==> src/rtl/alu_pkg.sv <==
// Shared opcodes, flag bit positions and FSM encoding for the sequential ALU.
package alu_pkg;

  localparam logic [3:0] INS_ADD  = 4'h0;
  localparam logic [3:0] INS_SUB  = 4'h1;
  localparam logic [3:0] INS_AND  = 4'h2;
  localparam logic [3:0] INS_OR   = 4'h3;
  localparam logic [3:0] INS_XOR  = 4'h4;
  localparam logic [3:0] INS_NAND = 4'h5;
  localparam logic [3:0] INS_NOR  = 4'h6;
  localparam logic [3:0] INS_XNOR = 4'h7;
  localparam logic [3:0] INS_NOT  = 4'h8;
  localparam logic [3:0] INS_LSL  = 4'h9;
  localparam logic [3:0] INS_LSR  = 4'hA;
  localparam logic [3:0] INS_ASR  = 4'hB;
  localparam logic [3:0] INS_ROL  = 4'hC;
  localparam logic [3:0] INS_ROR  = 4'hD;
  localparam logic [3:0] INS_ADC  = 4'hE;
  localparam logic [3:0] INS_MUL  = 4'hF;

  localparam int FLAG_Z = 3;
  localparam int FLAG_N = 2;
  localparam int FLAG_C = 1;
  localparam int FLAG_V = 0;

  typedef enum logic {
    ST_IDLE = 1'b0,
    ST_MUL  = 1'b1
  } aluState_t;

endpackage

==> src/rtl/alu_mul_iter.sv <==
// Unsigned shift-add multiplier, one partial product per clock, WIDTH clocks per product.
module alu_mul_iter #(
  parameter int WIDTH = 8
) (
  input  logic                 iClk,
  input  logic                 iRst_n,
  input  logic                 iStart,
  input  logic [WIDTH-1:0]     ivA,
  input  logic [WIDTH-1:0]     ivB,
  output logic                 oDone,
  output logic [2*WIDTH-1:0]   ovProducto
);

  localparam int CNTW = $clog2(WIDTH);
  localparam logic [CNTW-1:0] LAST = CNTW'(WIDTH - 1);

  logic                busy;
  logic [CNTW-1:0]     count;
  logic [WIDTH-1:0]    mcand;
  logic [WIDTH-1:0]    hi;
  logic [WIDTH-1:0]    lo;
  logic [WIDTH-1:0]    addend;
  logic [WIDTH:0]      sumHi;

  // ovProducto is the value {hi,lo} takes at the next edge; on the last
  // iteration it is the finished product, so the top can register it directly.
  always_comb begin
    addend     = lo[0] ? mcand : '0;
    sumHi      = {1'b0, hi} + {1'b0, addend};
    ovProducto = {sumHi, lo[WIDTH-1:1]};
    oDone      = busy && (count == LAST);
  end

  always_ff @(posedge iClk or negedge iRst_n) begin
    if (!iRst_n) begin
      busy  <= 1'b0;
      count <= '0;
    end else if (iStart) begin
      busy  <= 1'b1;
      count <= '0;
    end else if (busy) begin
      if (count == LAST) busy <= 1'b0;
      else               count <= count + 1'b1;
    end
  end

  always_ff @(posedge iClk) begin
    if (iStart) begin
      mcand <= ivA;
      hi    <= '0;
      lo    <= ivB;
    end else if (busy) begin
      {hi, lo} <= ovProducto;
    end
  end

endmodule

==> src/rtl/alu_secuencial_param.sv <==
// Registered parametric ALU: single-cycle logic/arith/shift ops, stored-carry ADC
// and an iterative MUL behind a valid/ready handshake.
module alu_secuencial_param
  import alu_pkg::*;
#(
  parameter int WIDTH = 8
) (
  input  logic             iClk,
  input  logic             iRst_n,
  input  logic             iValid,
  output logic             oReady,
  input  logic [3:0]       ivInstruccion,
  input  logic [WIDTH-1:0] ivRegistroA,
  input  logic [WIDTH-1:0] ivRegistroB,
  output logic             oValid,
  output logic [WIDTH-1:0] ovResultado,
  output logic [WIDTH-1:0] ovResultadoAlto,
  output logic [3:0]       ovFlags
);

  localparam int SHW = $clog2(WIDTH);
  localparam logic [WIDTH-1:0] W_LIM = WIDTH'(WIDTH);
  localparam int MSB = WIDTH - 1;

  aluState_t            state, nextState;
  logic                 accept;
  logic                 mulStart;
  logic                 mulDone;
  logic                 storedC;
  logic                 adcCarry;
  logic [2*WIDTH-1:0]   producto;
  logic [WIDTH:0]       sum_p0;
  logic [WIDTH:0]       diff_p0;
  logic [WIDTH-1:0]     res_p0;
  logic                 cFlag_p0;
  logic                 vFlag_p0;

  function automatic logic [WIDTH-1:0] shiftRot(input logic [3:0] op,
                                                input logic [WIDTH-1:0] a,
                                                input logic [WIDTH-1:0] b);
    logic signed [WIDTH-1:0] aS;
    logic [2*WIDTH-1:0]      dbl;
    logic [SHW-1:0]          amt;
    logic                    big;
    aS       = $signed(a);
    dbl      = '0;
    amt      = b[SHW-1:0];
    big      = (b >= W_LIM);
    shiftRot = '0;
    case (op)
      INS_LSL: shiftRot = big ? '0 : (a << b);
      INS_LSR: shiftRot = big ? '0 : (a >> b);
      INS_ASR: shiftRot = big ? {WIDTH{a[MSB]}} : $unsigned(aS >>> b);
      INS_ROL: begin dbl = {a, a} << amt; shiftRot = dbl[2*WIDTH-1:WIDTH]; end
      INS_ROR: begin dbl = {a, a} >> amt; shiftRot = dbl[WIDTH-1:0]; end
      default: shiftRot = '0;
    endcase
  endfunction

  function automatic logic [3:0] packFlags(input logic z, input logic n,
                                           input logic c, input logic v);
    logic [3:0] f;
    f         = '0;
    f[FLAG_Z] = z;
    f[FLAG_N] = n;
    f[FLAG_C] = c;
    f[FLAG_V] = v;
    return f;
  endfunction

  alu_mul_iter #(.WIDTH(WIDTH)) uMul (
    .iClk       (iClk),
    .iRst_n     (iRst_n),
    .iStart     (mulStart),
    .ivA        (ivRegistroA),
    .ivB        (ivRegistroB),
    .oDone      (mulDone),
    .ovProducto (producto)
  );

  assign accept = iValid && oReady;

  always_ff @(posedge iClk or negedge iRst_n) begin
    if (!iRst_n) state <= ST_IDLE;
    else         state <= nextState;
  end

  always_comb begin
    nextState = state;
    oReady    = 1'b0;
    mulStart  = 1'b0;
    case (state)
      ST_IDLE: begin
        oReady = 1'b1;
        if (iValid && ivInstruccion == INS_MUL) begin
          mulStart  = 1'b1;
          nextState = ST_MUL;
        end
      end
      ST_MUL: if (mulDone) nextState = ST_IDLE;
      default: nextState = ST_IDLE;
    endcase
  end

  // Stage p0: single-cycle datapath, evaluated on the operands being accepted
  always_comb begin
    adcCarry = (ivInstruccion == INS_ADC) && storedC;
    sum_p0   = {1'b0, ivRegistroA} + {1'b0, ivRegistroB} + {{WIDTH{1'b0}}, adcCarry};
    diff_p0  = {1'b0, ivRegistroA} - {1'b0, ivRegistroB};
    res_p0   = '0;
    cFlag_p0 = 1'b0;
    vFlag_p0 = 1'b0;
    case (ivInstruccion)
      INS_ADD, INS_ADC: begin
        res_p0   = sum_p0[WIDTH-1:0];
        cFlag_p0 = sum_p0[WIDTH];
        vFlag_p0 = (ivRegistroA[MSB] == ivRegistroB[MSB]) && (sum_p0[MSB] != ivRegistroA[MSB]);
      end
      INS_SUB: begin
        res_p0   = diff_p0[WIDTH-1:0];
        cFlag_p0 = diff_p0[WIDTH];
        vFlag_p0 = (ivRegistroA[MSB] != ivRegistroB[MSB]) && (diff_p0[MSB] != ivRegistroA[MSB]);
      end
      INS_AND:  res_p0 = ivRegistroA & ivRegistroB;
      INS_OR:   res_p0 = ivRegistroA | ivRegistroB;
      INS_XOR:  res_p0 = ivRegistroA ^ ivRegistroB;
      INS_NAND: res_p0 = ~(ivRegistroA & ivRegistroB);
      INS_NOR:  res_p0 = ~(ivRegistroA | ivRegistroB);
      INS_XNOR: res_p0 = ~(ivRegistroA ^ ivRegistroB);
      INS_NOT:  res_p0 = ~ivRegistroA;
      INS_LSL, INS_LSR, INS_ASR, INS_ROL, INS_ROR:
        res_p0 = shiftRot(ivInstruccion, ivRegistroA, ivRegistroB);
      default: res_p0 = '0;
    endcase
  end

  // Stage p1: registered results; a MUL completion and a single-cycle accept never coincide
  always_ff @(posedge iClk or negedge iRst_n) begin
    if (!iRst_n) begin
      ovResultado     <= '0;
      ovResultadoAlto <= '0;
      ovFlags         <= '0;
      oValid          <= 1'b0;
      storedC         <= 1'b0;
    end else begin
      oValid <= 1'b0;
      if (mulDone) begin
        ovResultado     <= producto[WIDTH-1:0];
        ovResultadoAlto <= producto[2*WIDTH-1:WIDTH];
        ovFlags         <= packFlags(producto[WIDTH-1:0] == '0, producto[MSB],
                                     |producto[2*WIDTH-1:WIDTH], 1'b0);
        storedC         <= |producto[2*WIDTH-1:WIDTH];
        oValid          <= 1'b1;
      end else if (accept && ivInstruccion != INS_MUL) begin
        ovResultado     <= res_p0;
        ovResultadoAlto <= '0;
        ovFlags         <= packFlags(res_p0 == '0, res_p0[MSB], cFlag_p0, vFlag_p0);
        storedC         <= cFlag_p0;
        oValid          <= 1'b1;
      end
    end
  end

endmodule
==> config.mk <==
export PLATFORM = sky130hd
export DESIGN_NAME = alu_secuencial_param
export DESIGN_NICKNAME = d
export VERILOG_FILES = /design/src/rtl/alu_pkg.sv /design/src/rtl/alu_mul_iter.sv /design/src/rtl/alu_secuencial_param.sv
export SDC_FILE = /design/constraint.sdc
export NUM_CORES = 1
export LEC_CHECK = 0
export ABC_CLOCK_PERIOD_IN_PS = 9910
export CAP_MARGIN = 20
export CORE_UTILIZATION = 55
export CTS_BUF_LIST = sky130_fd_sc_hd__clkbuf_8
export DETAILED_ROUTE_END_ITERATION = 16
export PLACE_DENSITY_LB_ADDON = 0.3
export RECOVER_POWER = 25
export SLEW_MARGIN = 20
export SYNTH_ARGS = -nofsm -noshare
export SYNTH_HDL_FRONTEND = slang
export SYNTH_SLANG_ARGS = --single-unit
==> constraint.sdc <==
create_clock -name iClk -period 9.91 [get_ports iClk]
set_clock_uncertainty 0.2 [all_clocks]
set_input_delay 1.4865 -clock iClk [delete_from_list [all_inputs] [get_ports iClk]]
set_output_delay 1.4865 -clock iClk [all_outputs]
set_load 0.01 [all_outputs]
Word-level counts from Yosys, hierarchy flattened
Index checks and enable logic that the tools add are counted.
{"block": "word_totals", "in_bits": 23, "ff_bits": 51, "out_inout_bits": 22, "wordCells": 99}
{"block": "classes", "shift": 5, "addsub": 5, "mux": 31, "magnitude_cmp": 1, "eq_ne": 22, "reduce_logical": 16, "bitwise": 8}
{"op": "8-bit 2-to-1 mux", "n": 10}
{"op": "8-bit one-hot mux with 10 select lines", "n": 1}
{"op": "8-bit one-hot mux with 5 select lines", "n": 1}
{"op": "4-bit equality test, second input constant", "n": 8}
{"op": "8-bit inverter", "n": 4}
{"op": "8-bit by 8-bit adder with 9-bit output", "n": 2}
{"op": "4-bit by 3-bit equality test with 1-bit output, second input constant", "n": 4}
{"op": "8-bit zero test", "n": 2}
{"op": "16-bit by 3-bit << shifter with 16-bit output", "n": 1}
{"op": "16-bit by 3-bit >> shifter with 8-bit output", "n": 1}
{"op": "1-bit 2-to-1 mux", "n": 11}
{"op": "9-bit by 1-bit adder with 9-bit output", "n": 1}
{"op": "3-bit 2-to-1 mux", "n": 3}
{"op": "8-bit by 8-bit subtractor with 9-bit output", "n": 1}
{"op": "8-bit bitwise AND", "n": 1}
{"op": "4-bit by 2-bit equality test with 1-bit output, second input constant", "n": 2}
{"op": "8-bit by 4-bit >= comparator with 1-bit output, second input constant", "n": 1}
{"op": "4-bit 2-to-1 mux", "n": 2}
{"op": "8-bit OR", "n": 1}
{"op": "8-bit OR reduction", "n": 1}
{"op": "8-bit by 8-bit << shifter with 8-bit output", "n": 1}
{"op": "8-bit by 8-bit >> shifter with 8-bit output", "n": 1}
{"op": "8-bit by 8-bit >>> shifter with 8-bit output", "n": 1}
{"op": "8-bit bitwise XOR", "n": 1}
{"op": "other kinds (15)", "n": 26}

Depth between registers and ports, before layout
{"block": "logic_depth", "word_depth": 8, "depth_mapped": 15, "mapped_depth_nobuf": 12}

Modules after synthesis
A second synthesis with hierarchy kept.
{"block": "hier_totals", "cells_unflattened": 611, "hier_area_um2": 5231.3}
{"mod": "alu_secuencial_param", "area_each_um2": 3659.8, "cells_per_inst": 470, "n_inst": 1}
{"mod": "alu_mul_iter", "area_each_um2": 1571.5, "cells_per_inst": 141, "n_inst": 1}

Worst setup path after synthesis
No wires, ideal clock.
{"block": "synth_timing", "path_kind": "input-to-reg", "startpoint": "input port ivInstruccion[1]", "endpoint": "register ovFlags[3]", "path_stages": 15, "required_ns": 9.628, "setup_ns": 0.082, "path_buffers": 3, "path_slack_ns": 4.346, "t_arrival_ns": 5.282, "path_cell_list": "clkbuf_1 > clkbuf_1 > clkbuf_1 > nor2b_1 > nand4_1 > fa_1 > fa_1 > xor2_1 > o2bb2ai_1 > a21oi_1 > nor2_1 > or4_1 > or4_1 > or4_1 > o22ai_1"}
{"block": "synth_between", "elab_chain_cells": 7, "elab_cells_between_ends": 27, "classes_between": "1 x add/sub; 15 x eq/ne; 4 x mux; 7 x reduce/logical"}
{"item": "start, declared", "line_no": "alu_secuencial_param.sv:12", "source": "input logic [3:0] ivInstruccion,"}
{"item": "4-bit equality test", "line_no": "alu_secuencial_param.sv:107, alu_secuencial_param.sv:113"}
{"item": "1-bit logical AND", "line_no": "alu_secuencial_param.sv:107", "source": "adcCarry = (ivInstruccion == INS_ADC) && storedC;"}
{"item": "9-bit by 1-bit adder with 9-bit output", "line_no": "alu_secuencial_param.sv:108", "source": "sum_p0 = {1'b0, ivRegistroA} + {1'b0, ivRegistroB} + {{WIDTH{1'b0}}, adcCarry};"}
{"item": "8-bit one-hot mux with 10 select lines", "line_no": "alu_secuencial_param.sv:113", "source": "case (ivInstruccion)"}
{"item": "8-bit zero test", "line_no": "alu_secuencial_param.sv:157", "source": "ovFlags <= packFlags(res_p0 == '0, res_p0[MSB], cFlag_p0, vFlag_p0);"}
{"item": "4-bit 2-to-1 mux", "line_no": "alu_secuencial_param.sv:154", "source": "end else if (accept && ivInstruccion != INS_MUL) begin"}
{"item": "4-bit 2-to-1 mux", "line_no": "alu_secuencial_param.sv:147", "source": "if (mulDone) begin"}
{"item": "end signal, assigned", "line_no": "alu_secuencial_param.sv:150", "source": "ovFlags <= packFlags(producto[WIDTH-1:0] == '0, producto[MSB],"}
{"item": "end signal, assigned", "line_no": "alu_secuencial_param.sv:157"}
{"item": "end, declared", "line_no": "alu_secuencial_param.sv:18", "source": "output logic [3:0] ovFlags"}
Parallel ways exist; a longest one is shown, timed or not. The select of a mux whose other input is x is not followed.
A chain may end at the register's enable or synchronous reset.

Worst setup path after layout
{"block": "layout_timing", "startpoint": "input port ivRegistroB[2]", "endpoint": "register ovFlags[3]"}
{"block": "layout_between", "elab_chain_cells": 7, "elab_cells_between_ends": 23, "classes_between": "3 x add/sub; 1 x order compare; 5 x shift; 7 x mux; 6 x bitwise; 1 x reduce/logical"}
{"item": "start, declared", "line_no": "alu_secuencial_param.sv:14", "source": "input logic [WIDTH-1:0] ivRegistroB,"}
{"item": "parallel branches: the longest is 3 deep, another holds 8-bit by 8-bit adder with 9-bit output"}
{"item": "8-bit one-hot mux with 10 select lines (*)", "line_no": "alu_secuencial_param.sv:113"}
{"item": "8-bit zero test (*)", "line_no": "alu_secuencial_param.sv:157"}
{"item": "4-bit 2-to-1 mux (*)", "line_no": "alu_secuencial_param.sv:154"}
{"item": "4-bit 2-to-1 mux (*)", "line_no": "alu_secuencial_param.sv:147"}
Mark *: on every way between the ends. The select of a mux whose other input is x is not followed.

==> impl_metrics.tcl <==
set metrics [dict create \
    ys_seq_area_frac 0.234 \
    synth_nets 692 \
    grt_usage 0.344 \
    ctsHoldBuffers 0 \
    firstDrtPassIters 8 \
    antennaDiodeCount 0 \
    grt-ovfl-total 0 \
    syn-cell-area_mm2 0.00542 \
    layout.area.seq_mm2 0.00127 \
    grt_pass1_vias 4933 \
    antenna_found_initial 0 \
    startpoint "ivRegistroB[2]" \
    worst-slew-pin-transition_ns 1.34 \
    r2r-end "ovFlags[3]" \
    timing.fmax_ghz 0.171 \
    start_kind "input port" \
    numCtsBuffers 5 \
    end_kind "register" \
    fin_crit_ns 5.86 \
    cts_buffer_depth 2 \
    std_cell_rows 35 \
    synth_cell_types 83 \
    rsz0062_at_grt "false" \
    drive_above_1_share 0.104 \
    path_cells "clkdlybuf4s50_1 > buf_4 > clkinv_1 > ha_1 > nor2b_1 > o311ai_0 > a21oi_1 > o21ai_0 > nand4_1 > nand2b_1 > or4_1 > o22ai_1" \
    portBuffers 44 \
    drv_slew 0 \
    hold_class "register to register" \
    dp.final_hpwl_um 12800 \
    core_mm2 0.00942 \
    rr_worst_depth 11 \
    detail_route.wl_per_cell_um 22.4 \
    vias_per_cell 6.87 \
    fin_nets 704 \
    clockRootBuffer "clkbuf_8" \
    p_leak_uw 0.00239 \
    run_status "complete, no violations" \
    h-tree-depth 2 \
    wl_um 17300 \
    crit_type "input port to register" \
    multi_input_area_mm2 0.00376 \
    critical-path-max-stage-delay_ns 0.75 \
    syn_to_final_growth_pct 9.44 \
    setup_viol 0 \
    synth_flop_cell "dfrtp_1" \
    critPathBufInv 3 \
    finalSetupTns_ns 0 \
    synth_enable_flop_cells 16 \
    die_h_um 101 \
    arrival_ns 5.90 \
    crit_family "compound AO/OA/AOI/OAI gates" \
    p_per_area_mw_per_mm2 163 \
    async_reset_ff_frac 0.510 \
    fillers 815 \
    max_slew_margin 0.106 \
    cts_resized 0 \
    crit_fanout 24 \
    yosysTopAreaCellShare 0.115 \
    cts_sinks 49 \
    post-synth-top-count-cell "nand2_1" \
    die_w_um 101 \
    timing.final.hold_violations 0 \
    ant_nets 0 \
    place_area_mm2 0.00583 \
    clk-insertion-delay-late_ns 0.31 \
    cts.clk_slew.worst_paths_ns 0.10 \
    synth_area_leaders "dfrtp_1 (12%), edfxtp_1 (8.9%), ha_1 (7.8%)" \
    crit_end "ovFlags[3]" \
    start_util 0.576 \
    dr.first_iter.drc_count 493 \
    path_depth 12 \
    fin_crit_sh 0.592 \
    crit_required_ns 9.95 \
    drc_errors 0 \
    post_cts_buffers 0 \
    boundaryPins 45 \
    yosysWarnings 0 \
    timing.rr.start "ovFlags[1]" \
    num_vias 5309 \
    ir_worst_vdd_mv 0.0912 \
    grt_max_degree 41 \
    grt_pass1_wl_um 27000 \
    stdcell_area_mm2 0.00593 \
    syn_area_per_cell_um2 8.59 \
    max_cap_violations 0 \
    synth_commonest_cells "nand2_1 (45), o21ai_0 (44), nor2_1 (42)" \
    die_area_mm2 0.0103 \
    gp_congestion 1.03 \
    synth_area_leader_cell "dfrtp_1" \
    tritoncts "yes" \
    worst-r2r-setup-slack_ns 5.98 \
    ys_ff_latch 49 \
    netlist_instances 631 \
    slowest_stage "o311ai_0" \
]
flip-flops by register name, summed over array words and instances (netlist names):
register         count
ovResultadoAlto      8
uMul.hi              8
uMul.lo              8
uMul.mcand           8
ovResultado          7
ovFlags              4
uMul.count           3
oValid               1
state                1
uMul.busy            1
layer usage:
metal  part of all wire  up-vias  track usage
li1                   -     2375            -
met5                  0        -            0
met1               0.41     2566        0.456
met4              0.037        0        0.147
met3              0.075       61       0.0345
met2               0.47      307        0.571
per-stage QoR:
step	worst slack (ns)	hold WS [ns]	std cells	power, µW	util
2_1_floorplan	4.35	0.250	631	631	-
3_3_place_gp	4.00	0.270	765	792	0.619
3_5_place_dp	3.80	0.287	765	811	0.619
4_1_cts	4.14	0.312	773	960	0.631
5_1_grt	3.92	0.318	773	1020	0.630
6_report	4.05	0.304	773	965	0.630
report_power, final:
group	switching, µW	internal [µW]
logic	267	219
registers	55.4	278
clock network	70.9	75.7
worst min path at each step:
stage                 endpoint  cells past startpoint       start
floorplan                state                      1       state
global placement    uMul.hi[0]                      2  uMul.hi[0]
detailed placement  uMul.hi[7]                      2  uMul.hi[7]
CTS                 uMul.hi[7]                      2  uMul.hi[7]
global route        uMul.hi[0]                      2  uMul.hi[0]
finish              uMul.hi[0]                      2  uMul.hi[0]
final cells by class:
class,instances,share of cell area
Clock buffer,5,0.0116
Clock inverter,3,0.00738
Tap cell,129,0.0272
Timing Repair Buffer,54,0.0852
Sequential cell,49,0.213
Inverter,35,0.0221
Multi-Input combinational cell,498,0.633
kinds of logic (layout without fill, tap and decap cells):
| kind of cell | Yosys count | in the layout | share of synthesized area |
|---|---|---|---|
| flops | 49 | 49 | 0.234 |
| mux | 62 | 62 | 0.153 |
| compound gates | 170 | 170 | 0.211 |
| buf+inv | 84 | 97 | 0.0748 |
| fa+ha+maj | 38 | 38 | 0.0932 |
| xor+xnor | 10 | 10 | 0.0162 |
| simple gates | 218 | 218 | 0.218 |
placed cells by master (no fill, tap or decap), types with 5 or more instances in the layout:
cell and instances:
nand2_1 45, o21ai_0 44, nor2_1 42, clkdlybuf4s50_1 41
ha_1 34, inv_1 32, a21oi_1 31, mux2i_1 31
dfrtp_1 25, nor3_1 20, nand2b_1 17, mux2_2 16
edfxtp_1 16, a211oi_1 15, nand3_1 15, mux4_2 14
nor2b_1 12, and2_1 11, and3_1 10, buf_4 9
o22ai_1 8, a31oi_1 8, dfxtp_1 8, nor4_1 7
nand3b_1 7, nand4_1 6, xnor2_1 6, or4_1 5
o211ai_1 5, o2111ai_1 5, a211o_1 5, clkbuf_8 5
worst reg2reg max path, delay by kind of cell (launching register included):
| kind | cells | cell delay, ns |
|---|---|---|
| flip-flops | 1 | 0.51 |
| AO/OA/AOI/OAI | 3 | 0.40 |
| AND/OR/NAND/NOR | 5 | 1.71 |
| adder cells (fa/ha/maj) | 2 | 0.86 |
| XOR/XNOR | 1 | 0.19 |
Power figures use the tool's default switching activity.
